[config.mk]
export PLATFORM = sky130hd
export DESIGN_NAME = ibex_data_axi4l_bridge_flat
export DESIGN_NICKNAME = d
export VERILOG_FILES = /design/src/rtl/axi4l_if.sv /design/src/rtl/ibex_data_axi4l_bridge.sv /design/src/flat_wrapper.sv
export SDC_FILE = /design/constraint.sdc
export NUM_CORES = 1
export LEC_CHECK = 0
export ABC_AREA = 1
export BUFFER_PORTS_ARGS = -buffer_cell sky130_fd_sc_hd__buf_2
export CAP_MARGIN = 40
export CORE_ASPECT_RATIO = 0.7
export CORE_MARGIN = 1.5
export CORE_UTILIZATION = 35
export CTS_BUF_LIST = sky130_fd_sc_hd__clkbuf_2 sky130_fd_sc_hd__clkbuf_4 sky130_fd_sc_hd__clkbuf_8
export CTS_CLUSTER_DIAMETER = 40
export DETAILED_ROUTE_END_ITERATION = 8
export PLACE_DENSITY = 0.66
export RECOVER_POWER = 100
export SLEW_MARGIN = 5
export SYNTH_ARGS = -nofsm -noshare
export SYNTH_HDL_FRONTEND = slang
export SYNTH_SLANG_ARGS = --single-unit
[constraint.sdc]
create_clock -name aclk -period 3.48 [get_ports aclk]
set_clock_uncertainty 0.2 [all_clocks]
set_input_delay 0.348 -clock aclk [delete_from_list [all_inputs] [get_ports aclk]]
set_output_delay 0.348 -clock aclk [all_outputs]
set_load 0.005 [all_outputs]
[src/rtl/axi4l_if.sv]
// AXI4-Lite channel bundle (32-bit address/data) carrying its own clock and reset.
interface axi4l_if (
   input logic aclk,
   input logic aresetn
);
   logic [31:0] awaddr;
   logic        awvalid;
   logic        awready;
   logic [31:0] wdata;
   logic [3:0]  wstrb;
   logic        wvalid;
   logic        wready;
   logic [1:0]  bresp;
   logic        bvalid;
   logic        bready;
   logic [31:0] araddr;
   logic        arvalid;
   logic        arready;
   logic [31:0] rdata;
   logic [1:0]  rresp;
   logic        rvalid;
   logic        rready;

   modport master (
      input  aclk, aresetn,
      output awaddr, awvalid, wdata, wstrb, wvalid, bready, araddr, arvalid, rready,
      input  awready, wready, bresp, bvalid, arready, rdata, rresp, rvalid
   );

   modport slave (
      input  aclk, aresetn,
      input  awaddr, awvalid, wdata, wstrb, wvalid, bready, araddr, arvalid, rready,
      output awready, wready, bresp, bvalid, arready, rdata, rresp, rvalid
   );
endinterface

[src/rtl/ibex_data_axi4l_bridge.sv]
// Ibex data-side req/gnt/rvalid to single-outstanding AXI4-Lite master bridge.
// Define AXI4L_BRIDGE_B2B_EN to allow a new grant in DONE (3-cycle throughput).
module ibex_data_axi4l_bridge (
   axi4l_if.master     axi,
   input  logic        data_req,
   output logic        data_gnt,
   input  logic        data_we,
   input  logic [3:0]  data_be,
   input  logic [31:0] data_addr,
   input  logic [31:0] data_wdata,
   output logic        data_rvalid,
   output logic [31:0] data_rdata,
   output logic        data_err
);
   typedef enum logic [2:0] {IDLE, WADDR, WRESP, RADDR, RRESP, DONE} state_e;

   state_e      state_q, state_d;
   logic [31:0] addr_q, addr_d;
   logic [31:0] wdata_q, wdata_d;
   logic [3:0]  be_q, be_d;
   logic        awvalid_q, awvalid_d;
   logic        wvalid_q, wvalid_d;
   logic        arvalid_q, arvalid_d;
   logic        bready_q, bready_d;
   logic        rready_q, rready_d;
   logic        rvalid_q, rvalid_d;
   logic [31:0] rdata_q, rdata_d;
   logic        err_q, err_d;
   logic        gnt_state;
   logic        unused_resp;

   assign unused_resp = axi.bresp[0] ^ axi.rresp[0];

   always_comb begin
      state_d   = state_q;
      addr_d    = addr_q;
      wdata_d   = wdata_q;
      be_d      = be_q;
      // Each valid clears on its own handshake, so AW and W complete independently.
      awvalid_d = awvalid_q & ~axi.awready;
      wvalid_d  = wvalid_q & ~axi.wready;
      arvalid_d = arvalid_q & ~axi.arready;
      bready_d  = bready_q;
      rready_d  = rready_q;
      rvalid_d  = 1'b0;
      rdata_d   = rdata_q;
      err_d     = err_q;

`ifdef AXI4L_BRIDGE_B2B_EN
      gnt_state = (state_q == IDLE) || (state_q == DONE);
`else
      gnt_state = (state_q == IDLE);
`endif
      data_gnt = axi.aresetn & data_req & gnt_state;

      unique case (state_q)
         IDLE: ;
         WADDR: begin
            if (!awvalid_d && !wvalid_d) begin
               state_d  = WRESP;
               bready_d = 1'b1;
            end
         end
         WRESP: begin
            if (bready_q && axi.bvalid) begin
               bready_d = 1'b0;
               rdata_d  = '0;
               err_d    = axi.bresp[1];
               rvalid_d = 1'b1;
               state_d  = DONE;
            end
         end
         RADDR: begin
            if (arvalid_q && axi.arready) begin
               state_d  = RRESP;
               rready_d = 1'b1;
            end
         end
         RRESP: begin
            if (rready_q && axi.rvalid) begin
               rready_d = 1'b0;
               rdata_d  = axi.rdata;
               err_d    = axi.rresp[1];
               rvalid_d = 1'b1;
               state_d  = DONE;
            end
         end
         DONE: state_d = IDLE;
         default: state_d = IDLE;
      endcase

      // A grant overrides the DONE->IDLE step when back-to-back is enabled.
      if (data_gnt) begin
         addr_d    = {data_addr[31:2], 2'b00};
         wdata_d   = data_wdata;
         be_d      = data_be;
         awvalid_d = data_we;
         wvalid_d  = data_we;
         arvalid_d = ~data_we;
         state_d   = data_we ? WADDR : RADDR;
      end
   end

   always_ff @(posedge axi.aclk or negedge axi.aresetn) begin
      if (!axi.aresetn) begin
         state_q   <= IDLE;
         addr_q    <= '0;
         wdata_q   <= '0;
         be_q      <= '0;
         awvalid_q <= 1'b0;
         wvalid_q  <= 1'b0;
         arvalid_q <= 1'b0;
         bready_q  <= 1'b0;
         rready_q  <= 1'b0;
         rvalid_q  <= 1'b0;
         rdata_q   <= '0;
         err_q     <= 1'b0;
      end else begin
         state_q   <= state_d;
         addr_q    <= addr_d;
         wdata_q   <= wdata_d;
         be_q      <= be_d;
         awvalid_q <= awvalid_d;
         wvalid_q  <= wvalid_d;
         arvalid_q <= arvalid_d;
         bready_q  <= bready_d;
         rready_q  <= rready_d;
         rvalid_q  <= rvalid_d;
         rdata_q   <= rdata_d;
         err_q     <= err_d;
      end
   end

   assign axi.awaddr  = addr_q;
   assign axi.awvalid = awvalid_q;
   assign axi.wdata   = wdata_q;
   assign axi.wstrb   = be_q;
   assign axi.wvalid  = wvalid_q;
   assign axi.bready  = bready_q;
   assign axi.araddr  = addr_q;
   assign axi.arvalid = arvalid_q;
   assign axi.rready  = rready_q;

   assign data_rvalid = rvalid_q;
   assign data_rdata  = rdata_q;
   assign data_err    = err_q;
endmodule

[src/flat_wrapper.sv]
// flat-port wrapper written by rule: the top's interface ports become plain ports
module ibex_data_axi4l_bridge_flat 
  (data_req, data_gnt, data_we, data_be, data_addr, data_wdata, data_rvalid, data_rdata, data_err, aclk, aresetn, axi_awaddr, axi_awvalid, axi_wdata, axi_wstrb, axi_wvalid, axi_bready, axi_araddr, axi_arvalid, axi_rready, axi_awready, axi_wready, axi_bresp, axi_bvalid, axi_arready, axi_rdata, axi_rresp, axi_rvalid);
  axi4l_if axi_i (.aclk(aclk), .aresetn(aresetn));
  input  logic data_req;
  output logic data_gnt;
  input  logic data_we;
  input  logic [3:0] data_be;
  input  logic [31:0] data_addr;
  input  logic [31:0] data_wdata;
  output logic data_rvalid;
  output logic [31:0] data_rdata;
  output logic data_err;
  input wire logic aclk;
  input wire logic aresetn;
  output wire logic [$bits(axi_i.awaddr)-1:0] axi_awaddr;
  output wire logic [$bits(axi_i.awvalid)-1:0] axi_awvalid;
  output wire logic [$bits(axi_i.wdata)-1:0] axi_wdata;
  output wire logic [$bits(axi_i.wstrb)-1:0] axi_wstrb;
  output wire logic [$bits(axi_i.wvalid)-1:0] axi_wvalid;
  output wire logic [$bits(axi_i.bready)-1:0] axi_bready;
  output wire logic [$bits(axi_i.araddr)-1:0] axi_araddr;
  output wire logic [$bits(axi_i.arvalid)-1:0] axi_arvalid;
  output wire logic [$bits(axi_i.rready)-1:0] axi_rready;
  input wire logic [$bits(axi_i.awready)-1:0] axi_awready;
  input wire logic [$bits(axi_i.wready)-1:0] axi_wready;
  input wire logic [$bits(axi_i.bresp)-1:0] axi_bresp;
  input wire logic [$bits(axi_i.bvalid)-1:0] axi_bvalid;
  input wire logic [$bits(axi_i.arready)-1:0] axi_arready;
  input wire logic [$bits(axi_i.rdata)-1:0] axi_rdata;
  input wire logic [$bits(axi_i.rresp)-1:0] axi_rresp;
  input wire logic [$bits(axi_i.rvalid)-1:0] axi_rvalid;
  assign axi_awaddr = axi_i.awaddr;
  assign axi_awvalid = axi_i.awvalid;
  assign axi_wdata = axi_i.wdata;
  assign axi_wstrb = axi_i.wstrb;
  assign axi_wvalid = axi_i.wvalid;
  assign axi_bready = axi_i.bready;
  assign axi_araddr = axi_i.araddr;
  assign axi_arvalid = axi_i.arvalid;
  assign axi_rready = axi_i.rready;
  assign axi_i.awready = axi_awready;
  assign axi_i.wready = axi_wready;
  assign axi_i.bresp = axi_bresp;
  assign axi_i.bvalid = axi_bvalid;
  assign axi_i.arready = axi_arready;
  assign axi_i.rdata = axi_rdata;
  assign axi_i.rresp = axi_rresp;
  assign axi_i.rvalid = axi_rvalid;
  ibex_data_axi4l_bridge u_core (.axi(axi_i), .data_req(data_req), .data_gnt(data_gnt), .data_we(data_we), .data_be(data_be), .data_addr(data_addr), .data_wdata(data_wdata), .data_rvalid(data_rvalid), .data_rdata(data_rdata), .data_err(data_err));
endmodule
==> results of run 1 <==
-- state kept, by name, indices dropped and copies added (netlist names) --
| register | count |
|---|---|
| u_core.state_q | 3 |
| u_core.data_rvalid | 1 |
| u_core.axi.araddr | 30 |
| u_core.data_rdata | 32 |
| u_core.axi.awvalid | 1 |
| u_core.axi.arvalid | 1 |
| u_core.axi.bready | 1 |
| u_core.axi.wstrb | 4 |
| u_core.axi.rready | 1 |
| u_core.axi.wvalid | 1 |
| u_core.data_err | 1 |
| u_core.axi.wdata | 32 |
-- cell usage in the layout (no fill, tap or decap) --
cell type        n
buf_2          177
clkinv_2         1
o21ai_0          1
o21a_1           1
nand2_1        288
clkbuf_1        65
nor2_2           1
inv_4            1
clkinv_4         1
nor2_1           5
dfrtp_1        108
o211ai_1         1
clkbuf_8         9
clkbuf_4         1
o31ai_1          1
a31oi_1          1
conb_1           4
clkbuf_2         2
nand4_1          4
nand3_1         36
buf_1            1
buf_4            4
clkinvlp_4       1
inv_1           13
dlygate4sd3_1   88
nor2_4           1
inv_6            3
a21oi_1          2
-- routing by layer --
layer	part of all wire, %	vias up	GRT usage (%)	wire length (um)
met4	2.1	0	6.87	261
met3	6.3	23	3.94	793
met2	48	166	31.9	6010
met5	0	-	0	0
met1	44	1921	24.6	5530
li1	-	2146	-	-
-- cell type report --
type / instances / area (um2) / area share [%]
clock inverter: 6 / 47.5 / 0.723
inverter: 14 / 55.1 / 0.837
clock buffer: 9 / 124 / 1.88
tap: 162 / 203 / 3.08
sequential: 108 / 2700 / 41.1
multi-input combinational: 346 / 1380 / 21.0
timing repair buffer: 338 / 2060 / 31.4
-- cell usage after synthesis (2+ instances only) --
cell      count
nand2_1     286
dfrtp_1     108
buf_4        35
nand3_1      35
inv_1        11
clkbuf_1     10
buf_2         8
buf_6         5
nor2_1        5
nand4_1       4
a21oi_1       2
inv_2         2
-- power by group through the flow --
stage	clock (W)	combinational (W)	sequential (W)
detailed placement	0	0.0000986	0.00128
global route	0.000782	0.000192	0.00125
floorplan	0	0.0000138	0.00128
finish	0.000686	0.000175	0.00125
global placement	0	0.0000974	0.00128
CTS	0.000729	0.000176	0.00125
-- path summary, 6_finish.rpt --
kind / slack, ns / end / start / depth (start not counted)
hold reg to reg: 0.28 / u_core.data_rdata[11]$_DFFE_PN0P_ / u_core.data_rdata[11]$_DFFE_PN0P_ / 2
setup reg to reg: 0.76 / u_core.data_err$_DFFE_PN0P_ / u_core.state_q[1]$_DFFE_PN0P_ / 8
hold / removal: 0.02 / u_core.data_rdata[21]$_DFFE_PN0P_ / axi_rdata[21] / 3
setup / recovery: 0.76 / u_core.data_err$_DFFE_PN0P_ / u_core.state_q[1]$_DFFE_PN0P_ / 8
min in group asynchronous: 0.74 / u_core.data_rdata[5]$_DFFE_PN0P_ / aresetn / 3
max in group asynchronous: 0.97 / u_core.axi.araddr[28]$_DFFE_PN0N_ / aresetn / 4
-- worst max-delay path: cells and delay by family, from the launching register on --
| kind | cells | cell delay [ns] |
|---|---|---|
| buf+inv | 1 | 0.17 |
| flops | 1 | 0.46 |
| simple gates | 7 | 1.78 |
-- per-stage QoR --
step / worst slack, ns / instances / power (W) / hold slack, ns / area (um2)
3_3_place_gp: 1.45 / 880 / 0.00138 / 0.250 / 5640
5_1_grt: 0.511 / 983 / 0.00223 / 0.00562 / 6580
2_1_floorplan: 1.92 / 526 / 0.00129 / -0.148 / 4560
6_report: 0.763 / 983 / 0.00212 / 0.0211 / 6580
4_1_cts: 1.05 / 983 / 0.00216 / 0.00146 / 6690
3_5_place_dp: 1.45 / 880 / 0.00138 / 0.253 / 5640
-- kinds of logic after synthesis --
family	Yosys count	synth area share [%]
flip-flops	108	59.4
other	1	0.0824
buffers and inverters	72	9.92
AND/OR/NAND/NOR	335	29.7
AO/OA/AOI/OAI	7	0.962
-- timing repair --
| item | in CTS | in global routing |
|---|---|---|
| hold buffers | 88 | 0 |
| resized for setup | 0 | 0 |
| hold endpoints to repair | 141 | 0 |
==> reports/summary.txt, run 1 <==
Mapped Cells -> 523
CTS H-Tree Depth -> 3
CP cell instances -> nor2_4 -> nand2_1 -> nor2_2 -> nand2_1 -> nand2_1 -> inv_4 -> nand2_1 -> nand2_1
layout cells sized above 1 -> 24.6%
grt total ovfl -> 0
Cell variety after synth -> 24
RSZ-0062 raised after global routing -> no
YS warnings -> 0
DRT iter0 DRCs -> 214
Crit path top cell by count -> nand2_1
Skew-Pair Late Insertion Delay -> 0.35 ns
initial antenna violation count -> 0
first-pass GRT wire length -> 20900 um
CP endpoint kind -> register
DR vias/cell -> 4.33
vias -> 4256
leak pwr -> 3.89 nW
postcts setup bufs -> 0
Crit path largest cell delay -> 1.04 ns
die area -> 13700 um2
Post-synth EDFFs -> 0
num rows -> 34
Sw Pwr -> 0.000488 W
P&R area growth vs syn -> 44.4%
final worst-path cycle share -> 78.1%
Crit path arrival time -> 2.76 ns
routability cong. -> 0.816
Comb power frac -> 8.3%
sequential area share after synthesis -> 59.4%
Root Buffer -> clkbuf_8
HP Class -> primary input to register
vias in the first global route -> 4328
ys async rst share -> 100%
clock network fraction of total power -> 32.4%
num ports -> 253
synthesized cell area -> 4550 um2
Synth top area share -> 59.4%
CP max-delay cell -> nor2_2
final setup violation count -> 0
Worst Path Max Fanout -> 34
DIE WIDTH -> 139 um
Die Y -> 98.4 um
status -> complete, but fails checks
Clock Path Buffers -> 2
Power Density -> 322 nW/um2
Post-DP HPWL -> 7860 um
largest net degree at the start of global routing -> 71
WP data required -> 3.53 ns
Syn Area/Cell -> 8.71 um2
cts bufs inserted -> 9
Layout Utilization -> 52.4%
Fmax -> 368 MHz
Worst-Margin Slew -> 1.45 ns
post-synth top area cell -> dfrtp_1
violated checks -> design-rule violations
Sw Ratio -> 23.1%
Initial Util -> 36.3%
maximum VDD drop -> 0.000164 V
TritonCTS clock tree -> done
Synth Flop Type -> dfrtp_1
max cap viols -> 0
minimum clock period -> 2.72 ns
Power Internal -> 0.00163 W
post-route ant nets -> 0
core area -> 12500 um2
Routed WL -> 12600 um
clk sink count -> 108
Slew Limit Fails -> 0
clk slew on worst S/H paths -> 0.10 ns
DRC -> 15
DRT Pass-1 Iters -> 7
ranking of synthesized cells by area -> dfrtp_1 59%, nand2_1 24%, buf_4 5.8%
Flop pwr share -> 59.3%
crit start category -> register
overall global routing resource usage -> 19.0%
Crit Path Category -> register to register
Total Nets Final -> 930
Slew Limit Headroom -> 3.56%
Fill cells -> 1207
register bit total from synthesis -> 108
Final Hold Viols -> 0
IO Port Bufs -> 244
n_diodes -> 0
setup TNS -> 0 ns
Routed wire per std cell -> 12.8 um
Power figures use the tool's default switching activity.
==> run 2: changes to the inputs <==
--- a/config.mk
+++ b/config.mk
@@ -14,7 +14,7 @@
 export CTS_BUF_LIST = sky130_fd_sc_hd__clkbuf_2 sky130_fd_sc_hd__clkbuf_4 sky130_fd_sc_hd__clkbuf_8
 export CTS_CLUSTER_DIAMETER = 40
 export DETAILED_ROUTE_END_ITERATION = 8
-export PLACE_DENSITY = 0.66
+export PLACE_DENSITY = 0.68
 export RECOVER_POWER = 100
 export SLEW_MARGIN = 5
 export SYNTH_ARGS = -nofsm -noshare
==> constraint.sdc (replaced) <==
create_clock -name aclk -period 2.3 [get_ports aclk]
set_clock_uncertainty 0.2 [all_clocks]
set_input_delay 0.23 -clock aclk [delete_from_list [all_inputs] [get_ports aclk]]
set_output_delay 0.23 -clock aclk [all_outputs]
set_load 0.005 [all_outputs]
==> run 2 against run 1 <==
Net effect: the flow still finishes with violations (design-rule violations); wire length increased by 1.9%; final cell count increased by 1.7%; non-clock buffer count increased by 17; sequential share of layout area shrank 1.3 points; sequential power increased by 52%; register-to-register slack worse by 0.50 ns; critical path type unchanged.
==> reports/summary.txt, run 2 (synthesized netlist as in run 1, its figures left out) <==
status -> complete, but fails checks
violated checks -> design-rule violations
Fmax -> 490 MHz (+33%)
core area -> 12500 um2 (unchanged)
Crit path arrival time -> 2.14 ns (-0.62 ns)
cts bufs inserted -> 9 (unchanged)
Initial Util -> 36.3% (unchanged)
Routed wire per std cell -> 12.8 um (+0.17%)
largest net degree at the start of global routing -> 109 (+54%)
num ports -> 253 (unchanged)
leak pwr -> 3.96 nW (+1.8%)
Crit Path Category -> register to register
Post-DP HPWL -> 7680 um (-2.4%)
Total Nets Final -> 947 (+1.8%)
Slew Limit Headroom -> 12.7% (+9.2 points)
leading cell type in the layout, fill and taps excluded -> nand2_1
HP Class -> primary input to register
Comb power frac -> 8.6% (+0.3 points)
vias -> 4378 (+2.9%)
Skew-Pair Late Insertion Delay -> 0.35 ns (about the same)
PostCTS Resize Cnt -> 0 (unchanged)
Sw Pwr -> 0.000755 W (+55%)
n_diodes -> 0 (unchanged)
setup TNS -> 0 ns (unchanged)
layout cells sized above 1 -> 24.2% (-0.38 points)
Clock Path Buffers -> 2 (unchanged)
routability cong. -> 0.772 (-5.4%)
first-pass GRT wire length -> 21200 um (+1.4%)
RSZ-0062 raised after global routing -> no
DIE WIDTH -> 139 um (unchanged)
Power Density -> 493 nW/um2 (+53%)
overall global routing resource usage -> 19.3% (+0.24 points)
max cap viols -> 0 (unchanged)
Worst Path Max Fanout -> 5 (-85%)
clk slew on worst S/H paths -> 0.10 ns (about the same)
CTS H-Tree Depth -> 3 (unchanged)
clk sink count -> 108 (unchanged)
post-placement cell count -> 880 (unchanged)
DRT Pass-1 Iters -> 9 (+2)
CP endpoint kind -> register
DRC -> 16 (+1)
most frequent cells in the layout -> 287 x nand2_1, 175 x buf_2, 108 x dfrtp_1, 105 x dlygate4sd3_1, 69 x clkbuf_1
Die Y -> 98.4 um (unchanged)
die area -> 13700 um2 (unchanged)
Routed WL -> 12800 um (+1.9%)
maximum VDD drop -> 0.000295 V (+80%)
vias in the first global route -> 4295 (-0.76%)
crit start category -> register
post-route ant nets -> 0 (unchanged)
TritonCTS clock tree -> done
Flop pwr share -> 56.7% (-2.6 points)
P&R area growth vs syn -> 49.1%
final cell count without fillers -> 1000 (+1.7%)
DRT iter0 DRCs -> 222 (+3.7%)
postcts setup bufs -> 0 (unchanged)
final setup violation count -> 0 (unchanged)
final worst-path cycle share -> 88.8% (+11 points)
IO Port Bufs -> 244 (unchanged)
clock network fraction of total power -> 34.7% (+2.3 points)
DR vias/cell -> 4.38 (+1.1%)
grt total ovfl -> 0 (unchanged)
Root Buffer -> clkbuf_8
minimum clock period -> 2.04 ns (-0.675 ns)
Sw Ratio -> 22.6% (-0.50 points)
WP data required -> 2.40 ns (-1.13 ns)
num rows -> 34 (unchanged)
Final Hold Viols -> 0 (unchanged)
Slew Limit Fails -> 0 (unchanged)
Worst-Margin Slew -> 1.31 ns (-0.138 ns)
initial antenna violation count -> 0 (unchanged)
Power Internal -> 0.00259 W (+59%)
-- run 2: changes by cell type in the layout (fill, tap and decap cells not counted), moves of 2 or more --
cell,previous run,this run
buf_2,177,175
clkbuf_1,65,69
dlygate4sd3_1,88,105
inv_2,0,2
inv_1,13,11
-- run 2: per-stage QoR --
step / total power [W] / hold slack, ns / area [um2] / setup WS [ns] / util [%]
floorplan: 0.00196 / -0.266 / 4560 / 0.776 / -
global placement: 0.00208 / 0.175 / 5680 / 0.655 / 45.2
detailed placement: 0.00209 / 0.170 / 5680 / 0.606 / 45.2
CTS: 0.00340 / 0.0307 / 6920 / 0.313 / 55.2
global route: 0.00352 / 0.0867 / 6790 / 0.0938 / 54.1
finish: 0.00335 / 0.0783 / 6790 / 0.259 / 54.1
-- run 2: repair_timing --
| item | in CTS | in global routing |
|---|---|---|
| hold buffers | 105 | 0 |
| setup endpoints to repair | 0 | 0 |
| hold endpoints to repair | 213 | 0 |
-- run 2: path summary, 6_finish.rpt --
| kind | start | cells after the start | to | slack, ns |
|---|---|---|---|---|
| worst max-delay path | u_core.state_q[0]$_DFFE_PN0P_ | 8 | u_core.data_err$_DFFE_PN0P_ | 0.26 |
| worst min-delay path | data_we | 4 | u_core.axi.arvalid$_DFF_PN0_ | 0.08 |
| worst max register to register | u_core.state_q[0]$_DFFE_PN0P_ | 8 | u_core.data_err$_DFFE_PN0P_ | 0.26 |
| worst min register to register | u_core.data_rdata[8]$_DFFE_PN0P_ | 2 | u_core.data_rdata[8]$_DFFE_PN0P_ | 0.28 |
| max in group asynchronous | aresetn | 3 | u_core.axi.wdata[2]$_DFFE_PN0N_ | 0.44 |
| min in group asynchronous | aresetn | 3 | u_core.data_rdata[5]$_DFFE_PN0P_ | 0.65 |
-- run 2: layer usage --
layer / up-vias / GRT usage [%] / share of wire, %
met4: 0 / 5.32 / 1.6
met1: 2016 / 25.3 / 44
met5: - / 0 / 0
li1: 2191 / - / -
met3: 19 / 4.47 / 5.9
met2: 152 / 32.1 / 48
-- run 2: power groups by stage --
stage                     clock network (W)  logic [W]  registers, W
final                               0.00116   0.000286       0.00190
after global routing                0.00131   0.000314       0.00190
after CTS                           0.00122   0.000289       0.00190
after detailed placement                  0   0.000151       0.00193
after global placement                    0   0.000150       0.00193
after floorplan                           0  0.0000208       0.00194
-- run 2: area by class of cell --
class                      instances  area, um2
fill                            1170       5760
sequential                       108       2700
timing repair buffer             355       2230
multi-input combinational        346       1410
tap                              162        203
clock buffer                       9        124
clock inverter                     6       70.1
inverter                          14       55.1
-- run 2: worst max-delay path: stages, from the launching register on --
cell and delay (ns):
dfrtp_1 0.45, nor2_4 0.22, nand2_4 0.11, nor2_8 0.09, nand2_1 0.05, nand2_1 0.16
o211ai_1 0.10, dlygate4sd3_1 0.56, nand2_1 0.06
